[src/rtl/hazard_pkg.sv]
// Shared types and widths for the pipeline hazard control unit.
package hazard_pkg;
  typedef enum logic [1:0] {
    ST_RUN   = 2'd0,
    ST_STALL = 2'd1,
    ST_FLUSH = 2'd2
  } hz_state_e;

  localparam int REG_W       = 5;
  localparam int PCSRC_W     = 3;
  localparam int STAT_W      = 16;
  localparam int FLUSH_CNT_W = 2;
endpackage

[src/rtl/hazard_control_unit_sat_counter.sv]
// Saturating up-counter with synchronous clear and enable.
module sat_counter #(
  parameter int WIDTH = 8
) (
  input  logic             clk,
  input  logic             rst_n,
  input  logic             clr,
  input  logic             en,
  output logic [WIDTH-1:0] q
);
  always_ff @(posedge clk) begin
    if (!rst_n)                              q <= '0;
    else if (clr)                            q <= '0;
    else if (en && (q != {WIDTH{1'b1}}))     q <= q + WIDTH'(1);
  end
endmodule

[src/rtl/hazard_control_unit.sv]
// Load-use stall / mispredict flush control for a 5-stage pipeline.
module hazard_control_unit
  import hazard_pkg::*;
#(
  parameter int FLUSH_CYCLES = 1
) (
  input  logic               clk,
  input  logic               rst_n,
  input  logic               idex_memread,
  input  logic [REG_W-1:0]   idex_rd,
  input  logic [REG_W-1:0]   ifid_rs1,
  input  logic [REG_W-1:0]   ifid_rs2,
  input  logic               ifid_uses_rs2,
  input  logic               ex_mispredict,
  output logic               pc_write,
  output logic               ifid_write,
  output logic               idex_bubble,
  output logic               ifid_flush,
  output logic               idex_flush,
  output logic [PCSRC_W-1:0] pcsrc_counter,
  output logic [STAT_W-1:0]  stall_count,
  output logic [STAT_W-1:0]  flush_count
);
  // Remaining FLUSH-state cycles after the mispredict cycle, minus one.
  localparam logic [FLUSH_CNT_W-1:0] FLUSH_LOAD =
    (FLUSH_CYCLES > 1) ? FLUSH_CNT_W'(FLUSH_CYCLES - 2) : '0;

  hz_state_e              state, state_nxt;
  logic [FLUSH_CNT_W-1:0] fcnt, fcnt_nxt;
  logic                   load_use, flush, stall_evt, mp_evt;

  assign load_use = idex_memread && (idex_rd != '0) &&
                    ((idex_rd == ifid_rs1) || (ifid_uses_rs2 && (idex_rd == ifid_rs2)));

  always_ff @(posedge clk) begin
    if (!rst_n) begin
      state <= ST_RUN;
      fcnt  <= '0;
    end else begin
      state <= state_nxt;
      fcnt  <= fcnt_nxt;
    end
  end

  always_comb begin
    state_nxt   = state;
    fcnt_nxt    = fcnt;
    pc_write    = 1'b1;
    ifid_write  = 1'b1;
    idex_bubble = 1'b0;
    flush       = 1'b0;
    stall_evt   = 1'b0;
    mp_evt      = 1'b0;
    // Outputs fall back to RUN defaults while reset is held.
    if (rst_n) begin
      case (state)
        ST_RUN, ST_STALL: begin
          if (ex_mispredict) begin
            flush     = 1'b1;
            mp_evt    = 1'b1;
            fcnt_nxt  = FLUSH_LOAD;
            state_nxt = (FLUSH_CYCLES > 1) ? ST_FLUSH : ST_RUN;
          end else if ((state == ST_RUN) && load_use) begin
            pc_write    = 1'b0;
            ifid_write  = 1'b0;
            idex_bubble = 1'b1;
            stall_evt   = 1'b1;
            state_nxt   = ST_STALL;
          end else begin
            state_nxt = ST_RUN;
          end
        end
        ST_FLUSH: begin
          flush = 1'b1;
          if (fcnt == '0) state_nxt = ST_RUN;
          else            fcnt_nxt  = fcnt - FLUSH_CNT_W'(1);
        end
        default: state_nxt = ST_RUN;
      endcase
    end
  end

  assign ifid_flush = flush;
  assign idex_flush = flush;

  sat_counter #(.WIDTH(PCSRC_W)) u_pcsrc_cnt (
    .clk(clk), .rst_n(rst_n), .clr(flush), .en(pc_write), .q(pcsrc_counter)
  );

  sat_counter #(.WIDTH(STAT_W)) u_stall_cnt (
    .clk(clk), .rst_n(rst_n), .clr(1'b0), .en(stall_evt), .q(stall_count)
  );

  sat_counter #(.WIDTH(STAT_W)) u_flush_cnt (
    .clk(clk), .rst_n(rst_n), .clr(1'b0), .en(mp_evt), .q(flush_count)
  );
endmodule

[config.mk]
export PLATFORM = sky130hd
export DESIGN_NAME = hazard_control_unit
export DESIGN_NICKNAME = d
export VERILOG_FILES = /design/src/rtl/hazard_pkg.sv /design/src/rtl/hazard_control_unit_sat_counter.sv /design/src/rtl/hazard_control_unit.sv
export SDC_FILE = /design/constraint.sdc
export NUM_CORES = 1
export LEC_CHECK = 0
export CORE_MARGIN = 5
export CORE_UTILIZATION = 43
export DETAILED_ROUTE_END_ITERATION = 10
export PLACE_DENSITY = 0.77
export SYNTH_ARGS = -nofsm -noshare
export SYNTH_HDL_FRONTEND = slang
export SYNTH_SLANG_ARGS = --single-unit
[constraint.sdc]
create_clock -name clk -period 2.48 [get_ports clk]
set_input_delay 0.744 -clock clk [delete_from_list [all_inputs] [get_ports clk]]
set_output_delay 0.744 -clock clk [all_outputs]
set_load 0.02 [all_outputs]
==> flow_summary.ini <==
[outcome]
status = finished with violations
violations = setup timing

[placement]
dp_cells = 364
port_buffers = 59
preCtsSetupSlack_ns = -1.06
gp_congestion = 0.804
hpwl_um = 3960

[worst_setup_path]
rr_startpoint = u_flush_cnt.q[0]
rr_worst_depth = 7
cp-start-kind = input port
rrSetupSlack_ns = 0.52
arrival_ns = 1.86
crit_type = in2out
cp_data_required_time_ns = 1.74
rr_endpoint = u_flush_cnt.q[7]
crit_fanout = 3
endpoint_kind = primary output

[detailed_routing]
drt_wl_total_um = 5440
antenna_left = 0
num_vias = 2121
firstDrtPassIters = 4
wl_per_cell_um = 14.5
via_per_inst = 5.67
drt_iter0_drc = 128
drcViolationCount = 0

[die]
coreArea_mm2 = 0.00466
initial_core_util_pct = 43.8
num_rows = 25
die_area_mm2 = 0.00622
io-pin-count = 60
dieWidth_um = 78.9
die-height_um = 78.9

[logic_synthesis]
avgSynthCellArea_um2 = 8.43
synth_seq_cells = 36
synth_nets = 266
synth_area_mm2 = 0.00204
yosys_warnings = 0
yosysUniqueCellTypes = 39
synth-seq-area-share_pct = 35.3
synth_cells = 242

[pwr]
share_comb_of_total_power_pct = 13.4
pwr-share-seq_pct = 46.5
power.density_mw_per_mm2 = 433
peakVddDrop_uv = 278
p_clk_share_pct = 40.1
leakage_nw = 1.05
p_switching_mw = 0.316
intPower_mw = 0.970
totalPowerFinal_mw = 1.29
swShare_pct = 24.6

[timing]
finalCritPeriodShare_pct = 105
clock_skew_ns = 0.00818
slew_headroom_pct = 75.0
worst_slack_ns = -0.119
whs_ns = 0.501
worst_pin_slew_ns = 0.374
finalHoldViolCount = 0
tns_ns = -0.339
slew_violations = 0
setup_viol = 3
timing.final.crit_period_ns = 2.60
fmax_ghz = 0.385
rsz0062_at_grt = true

[hold_path]
hp-start = u_flush_cnt.q[7]
holdPathEnd = u_flush_cnt.q[7]
hp-class = reg2reg
hold_depth = 2

[layout]
final_cells = 374
n_fill_cell = 406
drive_gt1_share_pct = 19.4
area_delta_synth_final_pct = 45.6
n_antenna_cell = 0
regArea_um2 = 721
multi_input_area_mm2 = 0.00127
layout_common_cells = clkdlybuf4s50_1 (36), dfxtp_1 (36), buf_4 (23), nand2_1 (20)
nets = 343

[clock_network]
insertion_delay_ns = 0.29
cts_tree = built
clock_path_buffers = 2
hold_buffers = 0
clock-sinks = 36
cts_root_buf = clkbuf_8
cts.clk_slew.worst_paths_ns = 0.07
cts_buffers = 5
htree_levels = 2

[global_routing]
antenna_found_initial = 0
grt_usage_pct = 18.8
grt.overflow.total = 0
grt_pass1_vias = 2060
grt_max_degree = 33
grt_pass1_wl_um = 9380

[run]
max_cap_viol_count = 0
per-layer routing:
| metal | vias up | routed length [um] | GRT usage [%] |
|---|---|---|---|
| met1 | 994 | 2500 | 23.3 |
| met4 | 0 | 80 | 7.56 |
| met2 | 68 | 2510 | 30.6 |
| met3 | 6 | 351 | 5.67 |
| li1 | 1053 | - | - |
| met5 | - | 0 | 0 |
state kept, by name, summed over array words and instances, names as in the netlist:
name           cells
state              1
u_flush_cnt.q     16
u_stall_cnt.q     16
u_pcsrc_cnt.q      3
through the flow:
step	area, um2	utilization, %
floorplan	2060	-
global route	2970	63.7
detailed placement	2810	60.3
finish	2970	63.7
global placement	2810	60.3
CTS	2960	63.5
worst max-delay path by stage:
| stage | endpoint | start | cells after the start |
|---|---|---|---|
| final | ifid_write | idex_rd[1] | 7 |
| after global routing | ifid_write | idex_rd[1] | 7 |
| after CTS | ifid_write | ifid_rs2[3] | 7 |
| after detailed placement | idex_bubble | idex_rd[1] | 6 |
| after global placement | idex_bubble | idex_rd[2] | 6 |
| after floorplan | pc_write | idex_rd[1] | 7 |
cells by family (layout without fill, tap and decap cells):
logic type / Yosys count / count (layout) / synth area share (%)
fa+ha+maj: 4 / 4 / 2.45
xor+xnor: 19 / 19 / 8.16
buf+inv: 22 / 100 / 5.09
flops: 36 / 36 / 35.3
compound gates: 46 / 46 / 16.6
simple gates: 106 / 106 / 27.7
mux: 9 / 9 / 4.60
synthesized netlist by cell type:
cell type / count / area [um2]
o311a_1: 1 / 10.0
nor2_1: 19 / 71.3
xor2_1: 13 / 114
o2111ai_1: 1 / 8.76
buf_6: 1 / 11.3
a311oi_1: 1 / 8.76
nand4_1: 11 / 68.8
and2_1: 1 / 6.26
buf_4: 3 / 22.5
a211oi_1: 1 / 7.51
o311ai_0: 3 / 26.3
nand2_1: 20 / 75.1
and4_1: 5 / 43.8
a2111oi_4: 1 / 27.5
dfxtp_1: 36 / 721
nor3_1: 3 / 15.0
o211ai_1: 7 / 52.6
xnor2_1: 6 / 52.6
nor4_1: 3 / 18.8
or2_2: 1 / 6.26
inv_1: 9 / 33.8
o41ai_1: 3 / 26.3
nand2b_1: 8 / 50.1
nor4b_1: 1 / 8.76
o21ai_0: 4 / 20.0
o31ai_1: 10 / 75.1
o21bai_1: 1 / 7.51
ha_1: 4 / 50.1
a21oi_1: 12 / 60.1
nand3_1: 18 / 90.1
mux2i_1: 6 / 60.1
or3_1: 3 / 18.8
buf_2: 2 / 10.0
and3_1: 4 / 25.0
a32oi_1: 1 / 8.76
clkbuf_1: 7 / 26.3
or4_1: 7 / 52.6
mux2_2: 3 / 33.8
nand3b_1: 2 / 15.0
worst max-delay path, cell delays in order:
cell	delay, ns
buf_8	0.10
xor2_2	0.17
nor4_2	0.31
a32oi_2	0.19
nor2_4	0.15
inv_4	0.05
buf_6	0.12
cell type report:
class,instances,share of cell area [%]
clock inverters,3,1.43
multi-input cells,184,42.8
flip-flops and latches,36,24.3
clock buffers,5,2.32
inverters,9,1.22
repair buffers,83,25.7
well taps,54,2.28
power by group through the flow:
stage                     clock, mW  sequential [mW]  combinational [mW]
after floorplan                   0            0.620              0.0693
after global placement            0            0.610               0.164
after detailed placement          0            0.611               0.168
after CTS                     0.533            0.598               0.172
after global routing          0.556            0.600               0.189
final                         0.516            0.598               0.172
timing repair:
action                     in CTS  in global routing
setup endpoints to repair      20                 10
setup buffers                   2                  1
resized for setup              74                  9
pin swaps                      15                  4
No activity file was read; power rests on OpenSTA's default activity.
